==> config.mk <==
export PLATFORM = sky130hd
export DESIGN_NAME = arb_router_4x4
export DESIGN_NICKNAME = d
export VERILOG_FILES = /design/src/rtl/arb_router_4x4.sv
export SDC_FILE = /design/constraint.sdc
export NUM_CORES = 1
export LEC_CHECK = 0
export ABC_AREA = 1
export CORE_ASPECT_RATIO = 0.5
export CORE_MARGIN = 2
export CORE_UTILIZATION = 52
export CTS_BUF_LIST = sky130_fd_sc_hd__clkbuf_2
export DETAILED_ROUTE_END_ITERATION = 16
export PLACE_DENSITY = 0.91
export SLEW_MARGIN = 20
export SYNTH_ARGS = -nofsm -noshare
export SYNTH_HDL_FRONTEND = slang
export SYNTH_SLANG_ARGS = --single-unit
==> constraint.sdc <==
create_clock -name clk -period 4.35 [get_ports clk]
set_input_delay 0.6525 -clock clk [delete_from_list [all_inputs] [get_ports clk]]
set_output_delay 0.6525 -clock clk [all_outputs]
set_load 0.03 [all_outputs]
==> src/rtl/arb_router_4x4.sv <==
// Round-robin 4x4 router: pops one word from a non-empty upstream FIFO and
// pushes it to the downstream FIFO named by the word's top two bits.
module arb_router_4x4 #(
    parameter int DATA_SIZE = 10
) (
    input  logic                 clk,
    input  logic                 reset,
    input  logic [3:0]           fifo_empty_in,
    input  logic [DATA_SIZE-1:0] data_in0,
    input  logic [DATA_SIZE-1:0] data_in1,
    input  logic [DATA_SIZE-1:0] data_in2,
    input  logic [DATA_SIZE-1:0] data_in3,
    input  logic [3:0]           pause_in,
    output logic [3:0]           pop,
    output logic [3:0]           push,
    output logic [DATA_SIZE-1:0] data_out,
    output logic                 busy,
    output logic [7:0]           xfer_count,
    output logic [1:0]           dbg_state
);

    // Handshake: pop[i] is a one-cycle read strobe, data_in[i] is valid the
    // following cycle; push[j] is a one-cycle write strobe qualified by
    // pause_in[j] being low in the cycle the push is decided.
    typedef enum logic [1:0] {
        S_IDLE    = 2'd0,
        S_POP     = 2'd1,
        S_CAPTURE = 2'd2,
        S_PUSH    = 2'd3
    } state_t;

    state_t               r_state;
    logic [1:0]           r_last_grant;
    logic [1:0]           r_grant;
    logic [DATA_SIZE-1:0] r_hold;
    logic [3:0]           r_pop;
    logic [3:0]           r_push;
    logic [DATA_SIZE-1:0] r_data_out;
    logic                 r_busy;
    logic [7:0]           r_xfer_count;

    logic [3:0]           w_req;
    logic                 w_grant_valid;
    logic [1:0]           w_grant;
    logic [1:0]           w_idx;
    logic [DATA_SIZE-1:0] w_data_sel;
    logic [1:0]           w_cap_dest;
    logic [1:0]           w_hold_dest;

    assign w_req       = ~fifo_empty_in;
    assign w_cap_dest  = w_data_sel[DATA_SIZE-1:DATA_SIZE-2];
    assign w_hold_dest = r_hold[DATA_SIZE-1:DATA_SIZE-2];

    // Scan from lowest to highest priority so the nearest requester after
    // last_grant is the final one written.
    always_comb begin
        w_grant_valid = 1'b0;
        w_grant       = 2'd0;
        w_idx         = 2'd0;
        for (int k = 3; k >= 0; k--) begin
            w_idx = r_last_grant + 2'(k + 1);
            if (w_req[w_idx]) begin
                w_grant_valid = 1'b1;
                w_grant       = w_idx;
            end
        end
    end

    always_comb begin
        case (r_grant)
            2'd0:    w_data_sel = data_in0;
            2'd1:    w_data_sel = data_in1;
            2'd2:    w_data_sel = data_in2;
            default: w_data_sel = data_in3;
        endcase
    end

    always_ff @(posedge clk) begin
        if (reset) begin
            r_state      <= S_IDLE;
            r_last_grant <= 2'd3;
            r_grant      <= 2'd0;
            r_hold       <= '0;
            r_pop        <= 4'b0000;
            r_push       <= 4'b0000;
            r_data_out   <= '0;
            r_busy       <= 1'b0;
            r_xfer_count <= 8'd0;
        end else begin
            case (r_state)
                S_IDLE: begin
                    if (w_grant_valid && (pause_in == 4'b0000)) begin
                        r_grant      <= w_grant;
                        r_last_grant <= w_grant;
                        r_pop        <= 4'b0001 << w_grant;
                        r_busy       <= 1'b1;
                        r_state      <= S_POP;
                    end
                end
                S_POP: begin
                    r_pop   <= 4'b0000;
                    r_state <= S_CAPTURE;
                end
                S_CAPTURE: begin
                    // Push is decided here so it is visible in the first PUSH cycle.
                    r_hold  <= w_data_sel;
                    r_state <= S_PUSH;
                    if (!pause_in[w_cap_dest]) begin
                        r_push       <= 4'b0001 << w_cap_dest;
                        r_data_out   <= w_data_sel;
                        r_xfer_count <= r_xfer_count + 8'd1;
                    end
                end
                default: begin
                    if (r_push != 4'b0000) begin
                        r_push  <= 4'b0000;
                        r_busy  <= 1'b0;
                        r_state <= S_IDLE;
                    end else if (!pause_in[w_hold_dest]) begin
                        r_push       <= 4'b0001 << w_hold_dest;
                        r_data_out   <= r_hold;
                        r_xfer_count <= r_xfer_count + 8'd1;
                    end
                end
            endcase
        end
    end

    assign pop        = r_pop;
    assign push       = r_push;
    assign data_out   = r_data_out;
    assign busy       = r_busy;
    assign xfer_count = r_xfer_count;
    assign dbg_state  = r_state;

endmodule

After elaboration in Yosys (flattened, before gate mapping):

Cells that the tools add are included.

* input port bits: 50
* word-level logic and storage cells: 91
* output and inout bits: 29
* bits in registers: 43

* $add $sub $neg: 4
* shift operators: 3
* reductions and logical operators: 16
* bitwise logic cells: 3
* order comparisons: 6
* eq/ne operators: 9
* mux-type cells: 41

Operators with widths (count)
* 10-bit two-way mux: 3
* 10-bit case mux with 3 select lines: 1
* 8-bit two-way mux: 3
* 10-bit case mux with 2 select lines: 1
* 2-bit by 3-bit less-than comparator with 1-bit output, second input constant: 6
* 4-bit two-way mux: 4
* 4-bit case mux with 2 select lines: 2
* 8-bit case mux with 2 select lines: 1
* 1-bit binary-select mux with 2-bit select: 6
* 1-bit two-way mux: 12
* 2-bit two-way mux: 6
* 1-bit by 2-bit << shifter with 4-bit output, first input constant: 3
* 8-bit by 1-bit adder with 8-bit output, second input constant: 1
* 4-bit nonzero test: 2
* 2-bit case mux with 3 select lines: 1
* 2-bit AND reduction: 3
* 3-bit AND reduction: 2
* 2-bit adder, second input constant: 2
* 2-bit by 1-bit equality test with 1-bit output, second input constant: 2
* 2-bit equality test, second input constant: 2
* 2-bit logical NOT: 2
* 4-bit logical NOT: 1
* 2-bit by 1-bit inequality test with 1-bit output, second input constant: 2
* 2-bit inequality test, second input constant: 2
* other kinds (9): 12

Longest topological paths before layout:

Gate-level depths: netlist of the first run.

* depth in word-level cells: 10
* mapped depth: 15

Least setup slack after synthesis of the first run:

OpenSTA, ideal clock, no wires.

* path kind: register to register
* start point: reg r_state[0], in the netlist dbg_state[0]
* end point: reg r_push[0], in the netlist push[0]
* setup time: 0.114 ns
* arrival: 1.818 ns
* period minus slack after synthesis: 1.932 ns
* path slack: 2.418 ns
* cell stages (with the launch flop): 8
* required time: 4.236 ns
* buffers on the path: 1
* cell sequence: dfxtp_1 > inv_1 > ha_1 > nor2_1 > clkbuf_1 > nand3_1 > nor2_1 > nor2_1

* longest elaborated chain between the ends: 4
* elaborated cells between the ends (all ways): 9
* classes of those cells: eq/ne: 4; mux: 1; bitwise: 1; reduce/logical: 3

Ends and longest elaborated chain
* start, declared: line 32 `state_t r_state;`
* start signal, assigned: line 80 `r_state <= S_IDLE;`
* start signal, assigned: line 97 `r_state <= S_POP;`
* start signal, assigned: line 102 `r_state <= S_CAPTURE;`
* 2-bit by 1-bit equality test with 1-bit output or 2-bit logical NOT (tied branches): line 90 `case (r_state)`
* 2-bit OR reduction (no source line)
* 1-bit NOT (no source line)
* 3-bit AND reduction (no source line)
* end signal, assigned: line 109 `r_push <= 4'b0001 << w_cap_dest;`
* end signal, assigned: line 120 `r_push <= 4'b0001 << w_hold_dest;`
* end, declared: line 37 `logic [3:0] r_push;`

Parallel ways exist; a longest one is shown, timed or not.
A chain may end at the register's enable or synchronous reset.

Worst setup path in the final report of the first run:

Same ends and word-level chain as after synthesis.

==> results.txt, run 1 <==
----------------------------------------------------
[Timing]
  Pins Over Slew Limit ... 0
  Worst clock skew ... 9.56 ps
  Relative max-transition margin ... 47.0%
  Measured slew at the worst slew-check pin ... 793 ps
  Final total negative setup slack ... 0 ps
  Maximum clock frequency ... 386 MHz
  Unrepaired setup endpoints after global routing ... no
  Setup-violating endpoint count in the final report ... 0
  Total count of hold-check failures in the final report ... 0
  Final Hold Slack ... 478 ps
  Least setup slack across all paths after layout ... 1760 ps
  Shortest clock period the worst path allows after layout ... 2590 ps
  Final period util ... 59.6%

[Die]
  Starting density of the core ... 53.5%
  Boundary Pins ... 79
  Height of the die ... 54.1 um
  Overall die area ... 5630 um^2
  Die Width ... 104 um
  Standard-cell rows ... 18
  Core area ... 4860 um^2

[Pwr]
  Max IR drop VDD ... 0.000261 V
  Leakage power of the design ... 0.00155 uW
  Power density cells ... 480 nW/um^2

[Clocking]
  Hold buffer count at cts ... 0
  Number of CTS-inserted buffers ... 5
  TritonCTS clock tree ... done
  CTS root buf ... sky130_fd_sc_hd__clkbuf_2
  Clock insertion delay at the later pin of the skew report ... 380 ps
  Maximum number of buffers from clock root to sink ... 2
  CTS sink cnt ... 43
  Buffers inserted during post-CTS setup optimization ... 0
  Gates resized, CTS repair ... 0
  Clock-pin slew on the worst setup and hold paths ... 200 ps
  H-Tree Level Count ... 2

[Worst setup path]
  CP Capture Type ... register
  Largest driver fanout on the critical path ... 19
  Timing startpoint of the critical path ... dbg_state[0]$_SDFFE_PP0P_
  Startpoint types ... register
  Worst endpoint required time ... 4670 ps
  Category of the critical setup timing path ... reg2reg
  Cell count of the worst reg-to-reg path ... 10
  Worst r2r src ... dbg_state[0]$_SDFFE_PP0P_
  Worst reg2reg endpoint ... push[0]$_SDFFE_PP0P_
  Critical path capture point ... push[0]$_SDFFE_PP0P_
  Crit path DAT ... 2920 ps
  FF-to-FF setup slack ... 1760 ps

[Final layout]
  Antenna Diode Count ... 0
  Ratio of cells with drive above 1 in the final layout ... 3.72%
  Area grow syn2layout ... 30.8%
  Final net count ... 540
  Total area of sequential cells ... 861 um^2
  Multi-input gate area in the final layout ... 1400 um^2
  Filler cell count ... 423

[Yosys]
  Primary flip-flop cell chosen by synthesis mapping ... sky130_fd_sc_hd__dfxtp_1
  Number of storage elements in the synthesis netlist ... 43
  Cell count after synthesis ... 413
  EDFF count, synth ... 0
  Sequential cell area fraction in the yosys report ... 33.0%
  Count of synthesis-stage warnings from yosys ... 0
  Syn_area_per_cell ... 6.31 um^2
  Proportion of register bits with asynchronous set or reset after synthesis ... 0%
  Post-synthesis instance area ... 2600 um^2
  Synthesized net count ... 468
  Count of distinct cell types in the synthesized netlist ... 37

[Placed design]
  Hpwl dp ... 4880 um
  Worst setup slack before clock tree synthesis ... 1610 ps
  I/O Buffers ... 78
  GPL Wtd Cong ... 0.900

[Global routing]
  Number of antenna violations at the first check in global routing ... 0
  Global-route usage over all layers ... 23.1%
  Pin count of the biggest net entering global routing ... 24
  Vias in the first global route ... 2379
  Global-route wire length before repair ... 10300 um
  Remaining global-route overflow ... 0

[Routing]
  Detail-routed via count per cell ... 4.89
  Average wire length per cell after detail routing ... 11.4 um
  Final antenna-violating net count ... 0
  1st-iter DRT viols ... 91
  Wirelength, routed ... 6310 um
  Routed vias ... 2711
  Residual DRC count ... 0
  Iteration count of the initial detailed-routing pass ... 5

[Status]
  Outcome ... finished clean

[Hold path]
  Path type of the worst min-delay path ... reg2reg
  Worst hold path startpoint ... busy$_SDFFE_PP0P_

[Run]
  Count of maximum capacitance violations ... 0

----------------------------------------------------
[through the flow]
stage / power, uW / utilization [%] / std cells / cell area [um^2]
2_1_floorplan: 1210 / - / 413 / 2610
3_3_place_gp: 1460 / 69.4 / 548 / 3380
3_5_place_dp: 1480 / 69.4 / 548 / 3380
4_1_cts: 1630 / 70.0 / 554 / 3410
5_1_grt: 1770 / 70.0 / 554 / 3410
6_report: 1640 / 70.0 / 554 / 3410
[cells in the mapped netlist, types with 2 or more instances]
master | number | share of area (%)
sky130_fd_sc_hd__nor2_2 | 3 | 0.72
sky130_fd_sc_hd__o21ai_0 | 13 | 2.5
sky130_fd_sc_hd__a21oi_1 | 9 | 1.7
sky130_fd_sc_hd__o211ai_1 | 3 | 0.86
sky130_fd_sc_hd__dfxtp_1 | 43 | 33
sky130_fd_sc_hd__nand4_1 | 18 | 4.3
sky130_fd_sc_hd__inv_1 | 62 | 8.9
sky130_fd_sc_hd__nand2_1 | 135 | 19
sky130_fd_sc_hd__clkbuf_1 | 4 | 0.58
sky130_fd_sc_hd__o31ai_1 | 2 | 0.58
sky130_fd_sc_hd__nand3_1 | 28 | 5.4
sky130_fd_sc_hd__ha_1 | 5 | 2.4
sky130_fd_sc_hd__mux2i_1 | 3 | 1.2
sky130_fd_sc_hd__nand2_2 | 2 | 0.48
sky130_fd_sc_hd__buf_6 | 3 | 1.3
sky130_fd_sc_hd__nor2_1 | 47 | 6.8
sky130_fd_sc_hd__buf_2 | 2 | 0.38
sky130_fd_sc_hd__o22ai_1 | 5 | 1.2
sky130_fd_sc_hd__xnor2_1 | 2 | 0.67
sky130_fd_sc_hd__buf_4 | 4 | 1.2
sky130_fd_sc_hd__nor3_1 | 4 | 0.77
[final cells by class]
type	count	share of cell area, %
clock buffers	6	0.881
well taps	70	2.57
inverters	63	6.94
repair buffers	79	23.1
multi-input cells	293	41.2
flip-flops and latches	43	25.3
[routing by layer]
layer	vias to the layer above	track usage, %	routed length (um)
met5	-	0	0
met4	0	3.15	19
met3	2	4.60	362
met2	63	42.8	2930
met1	1193	29.5	2990
li1	1453	-	-
[critical path, stage by stage (launching register included)]
cell and delay (ps):
sky130_fd_sc_hd__dfxtp_1 400, sky130_fd_sc_hd__inv_1 100, sky130_fd_sc_hd__ha_1 560, sky130_fd_sc_hd__clkinv_1 400, sky130_fd_sc_hd__nand2_1 320, sky130_fd_sc_hd__inv_1 60, sky130_fd_sc_hd__o21ai_0 130, sky130_fd_sc_hd__nand3_1 260
sky130_fd_sc_hd__nand2_1 130, sky130_fd_sc_hd__nand2_1 60, sky130_fd_sc_hd__nor2_1 120
[state kept, by name (all words and copies together) (netlist names)]
register and flops:
busy 1, push 4, data_out 10, xfer_count 8, pop 4, r_last_grant 2
r_hold 10, dbg_state 2, r_grant 2
[cell families after synthesis]
group | Yosys count | synth area share, %
muxes | 3 | 1.15
xor gates and xnor gates | 3 | 1.01
buffers and inverters | 77 | 13.1
DFF | 43 | 33.0
adders and majority gates | 5 | 2.40
AOI/OAI and AO/OA | 35 | 7.68
and+or+nand+nor | 247 | 41.6
[power breakdown]
part           switching (uW)  internal [uW]
clock                     121           36.4
combinational             563            347
sequential               68.3            501
total                     752            884
[worst min path at each step]
stage                                   to  cells past startpoint
floorplan           r_hold[2]$_SDFFE_PP0P_                      2
global placement         busy$_SDFFE_PP0P_                      2
detailed placement     pop[0]$_SDFFE_PP0P_                      2
CTS                      busy$_SDFFE_PP0P_                      2
global route           pop[2]$_SDFFE_PP0P_                      2
finish                   busy$_SDFFE_PP0P_                      2
[cells in the final DEF (no fill, tap or decap)]
cell,netlist,final
sky130_fd_sc_hd__xnor2_1,2,2
sky130_fd_sc_hd__buf_4,4,1
sky130_fd_sc_hd__xor2_1,1,1
sky130_fd_sc_hd__nor3b_1,1,1
sky130_fd_sc_hd__inv_1,62,62
sky130_fd_sc_hd__nor2_4,1,1
sky130_fd_sc_hd__nor3_1,4,4
sky130_fd_sc_hd__nand4_2,1,1
sky130_fd_sc_hd__ha_1,5,5
sky130_fd_sc_hd__a21oi_1,9,9
sky130_fd_sc_hd__nand3_1,28,28
sky130_fd_sc_hd__clkinv_1,1,1
sky130_fd_sc_hd__nand2_4,1,1
sky130_fd_sc_hd__o21ai_0,13,13
sky130_fd_sc_hd__nand2_1,135,135
sky130_fd_sc_hd__nand3_4,1,1
sky130_fd_sc_hd__o21bai_1,1,1
sky130_fd_sc_hd__clkbuf_2,0,6
sky130_fd_sc_hd__nand2_2,2,2
sky130_fd_sc_hd__clkdlybuf4s50_1,0,78
sky130_fd_sc_hd__nand3_2,1,1
sky130_fd_sc_hd__and2_1,1,1
sky130_fd_sc_hd__or2_4,1,1
sky130_fd_sc_hd__nand4_1,18,18
sky130_fd_sc_hd__o211ai_1,3,3
sky130_fd_sc_hd__nor4_1,1,1
sky130_fd_sc_hd__o32ai_1,1,1
sky130_fd_sc_hd__mux2i_1,3,3
sky130_fd_sc_hd__dfxtp_1,43,43
sky130_fd_sc_hd__nor2_1,47,47
sky130_fd_sc_hd__nor2_2,3,3
sky130_fd_sc_hd__o21ai_1,1,1
sky130_fd_sc_hd__o22ai_1,5,5
sky130_fd_sc_hd__and3_1,1,1
sky130_fd_sc_hd__o31ai_1,2,2
Power figures use the tool's default switching activity.
==> run 2, diff against run 1 <==
--- a/config.mk
+++ b/config.mk
@@ -8,10 +8,10 @@
 export ABC_AREA = 1
 export CORE_ASPECT_RATIO = 0.5
 export CORE_MARGIN = 2
-export CORE_UTILIZATION = 52
+export CORE_UTILIZATION = 44
 export CTS_BUF_LIST = sky130_fd_sc_hd__clkbuf_2
 export DETAILED_ROUTE_END_ITERATION = 16
-export PLACE_DENSITY = 0.91
+export PLACE_DENSITY = 0.83
 export SLEW_MARGIN = 20
 export SYNTH_ARGS = -nofsm -noshare
 export SYNTH_HDL_FRONTEND = slang
==> constraint.sdc (replaced) <==
create_clock -name clk -period 2.1 [get_ports clk]
set_input_delay 0.315 -clock clk [delete_from_list [all_inputs] [get_ports clk]]
set_output_delay 0.315 -clock clk [all_outputs]
set_load 0.03 [all_outputs]
==> results.txt, run 2 (same netlist as run 1, synthesis figures left out) <==
----------------------------------------------------
[Routing]
  Wirelength, routed ... 6770 um
  Iteration count of the initial detailed-routing pass ... 5
  Residual DRC count ... 0
  1st-iter DRT viols ... 139
  Final antenna-violating net count ... 0
  Average wire length per cell after detail routing ... 11.8 um
  Routed vias ... 2797
  Detail-routed via count per cell ... 4.86

[Die]
  Overall die area ... 6590 um^2
  Height of the die ... 58.4 um
  Boundary Pins ... 79
  Core area ... 5590 um^2
  Die Width ... 113 um
  Standard-cell rows ... 19
  Starting density of the core ... 46.6%

[Timing]
  Final Hold Slack ... 490 ps
  Setup-violating endpoint count in the final report ... 0
  Relative max-transition margin ... 70.5%
  Shortest clock period the worst path allows after layout ... 1890 ps
  Maximum clock frequency ... 529 MHz
  Final total negative setup slack ... 0 ps
  Worst clock skew ... 30.3 ps
  Final period util ... 90.1%
  Pins Over Slew Limit ... 0
  Total count of hold-check failures in the final report ... 0
  Measured slew at the worst slew-check pin ... 438 ps

[Global routing]
  Global-route usage over all layers ... 20.9%
  Remaining global-route overflow ... 0
  Pin count of the biggest net entering global routing ... 24
  Vias in the first global route ... 2566
  Number of antenna violations at the first check in global routing ... 0
  Global-route wire length before repair ... 11200 um

[Worst setup path]
  Peak per-stage delay on the critical path ... 710 ps
  Timing startpoint of the critical path ... dbg_state[1]$_SDFFE_PP0P_
  Largest driver fanout on the critical path ... 5
  Crit path DAT ... 1580 ps
  Startpoint types ... register
  CP Capture Type ... primary output
  Cell breakdown of the critical path ... clkdlybuf4s50_1
  Bufs and invs on worst path ... 1
  Category of the critical setup timing path ... reg2out
  Worst r2r src ... dbg_state[0]$_SDFFE_PP0P_
  Cell family with most CP delay ... buffers and inverters
  Critical path's slowest cell ... sky130_fd_sc_hd__clkdlybuf4s50_1
  Worst endpoint required time ... 1780 ps

[Placed design]
  Number of instances in the placed design ... 565
  I/O Buffers ... 78
  GPL Wtd Cong ... 0.921
  Hpwl dp ... 5230 um

[Clocking]
  H-Tree Level Count ... 2
  Clock insertion delay at the later pin of the skew report ... 430 ps
  Maximum number of buffers from clock root to sink ... 2
  Number of CTS-inserted buffers ... 5
  Clock-pin slew on the worst setup and hold paths ... 210 ps
  CTS sink cnt ... 43
  CTS root buf ... sky130_fd_sc_hd__clkbuf_2
  TritonCTS clock tree ... done

[Pwr]
  Switching share of power ... 43.1%
  Max IR drop VDD ... 0.000812 V
  Design internal power ... 2130 uW
  Proportion of power drawn by the clock network ... 16.2%
  Leakage power of the design ... 0.00167 uW
  Portion of total power attributed to combinational logic ... 52.5%
  Share of power burned in registers ... 31.4%
  Power density cells ... 1040 nW/um^2
  Switching pwr ... 1620 uW

[Final layout]
  Multi-input gate area in the final layout ... 1410 um^2
  Util after Layout ... 64.7%
  Final instance count without filler cells ... 575
  Final net count ... 556
  Antenna Diode Count ... 0
  Area grow syn2layout ... 38.9%
  Filler cell count ... 517
  Leading cell type in the layout, fill and taps excluded ... sky130_fd_sc_hd__nand2_1
  Ratio of cells with drive above 1 in the final layout ... 8.17%
  Most frequent cells in the layout ... 134 x sky130_fd_sc_hd__nand2_1, 78 x sky130_fd_sc_hd__clkdlybuf4s50_1, 62 x sky130_fd_sc_hd__inv_1
  Total area of sequential cells ... 863 um^2

[Hold path]
  Worst hold path startpoint ... busy$_SDFFE_PP0P_
  Path type of the worst min-delay path ... reg2reg

[Run]
  Count of maximum capacitance violations ... 0

[Status]
  Outcome ... finished clean

----------------------------------------------------
[run 2: final cells by class]
type	count	area share [%]
clock inverters	2	1.66
inverters	63	6.64
flip-flops and latches	43	23.9
clock buffers	6	0.830
multi-input cells	293	39.0
well taps	73	2.53
repair buffers	95	25.5
[run 2: power groups by stage]
stage / sequential, uW / combinational [uW] / clock (uW)
2_1_floorplan: 1480 / 1020 / 0
3_3_place_gp: 1190 / 1900 / 0
5_1_grt: 1210 / 2170 / 662
4_1_cts: 1180 / 1940 / 612
3_5_place_dp: 1200 / 1930 / 0
6_report: 1180 / 1970 / 607
[run 2: timing repair]
action                     CTS  global route
hold buffers                 0             0
setup buffers                0             2
gates resized for setup      0             6
setup endpoints to repair    0            25
[run 2: stage by stage]
step / instance area [um^2] / worst slack, ps / power (uW)
floorplan: 2610 / 168 / 2500
global placement: 3500 / 3.90 / 3090
detailed placement: 3500 / 5.37 / 3130
CTS: 3590 / 89.8 / 3730
global route: 3620 / -4.80 / 4050
finish: 3620 / 208 / 3750
[run 2: final timing paths]
| path | end | slack (ps) | depth (start not counted) |
|---|---|---|---|
| worst min register to register | busy$_SDFFE_PP0P_ | 490 | 2 |
| worst max-delay path | dbg_state[1] | 210 | 1 |
| worst min-delay path | busy$_SDFFE_PP0P_ | 490 | 2 |
| worst max register to register | push[0]$_SDFFE_PP0P_ | 220 | 9 |
[run 2: metal layers]
layer | track usage (%) | up-vias | wire (um)
met4 | 6.10 | 0 | 31
met1 | 27.1 | 1240 | 3270
met2 | 35.8 | 72 | 3110
met3 | 4.43 | 6 | 355
li1 | - | 1479 | -
met5 | 0 | - | 0
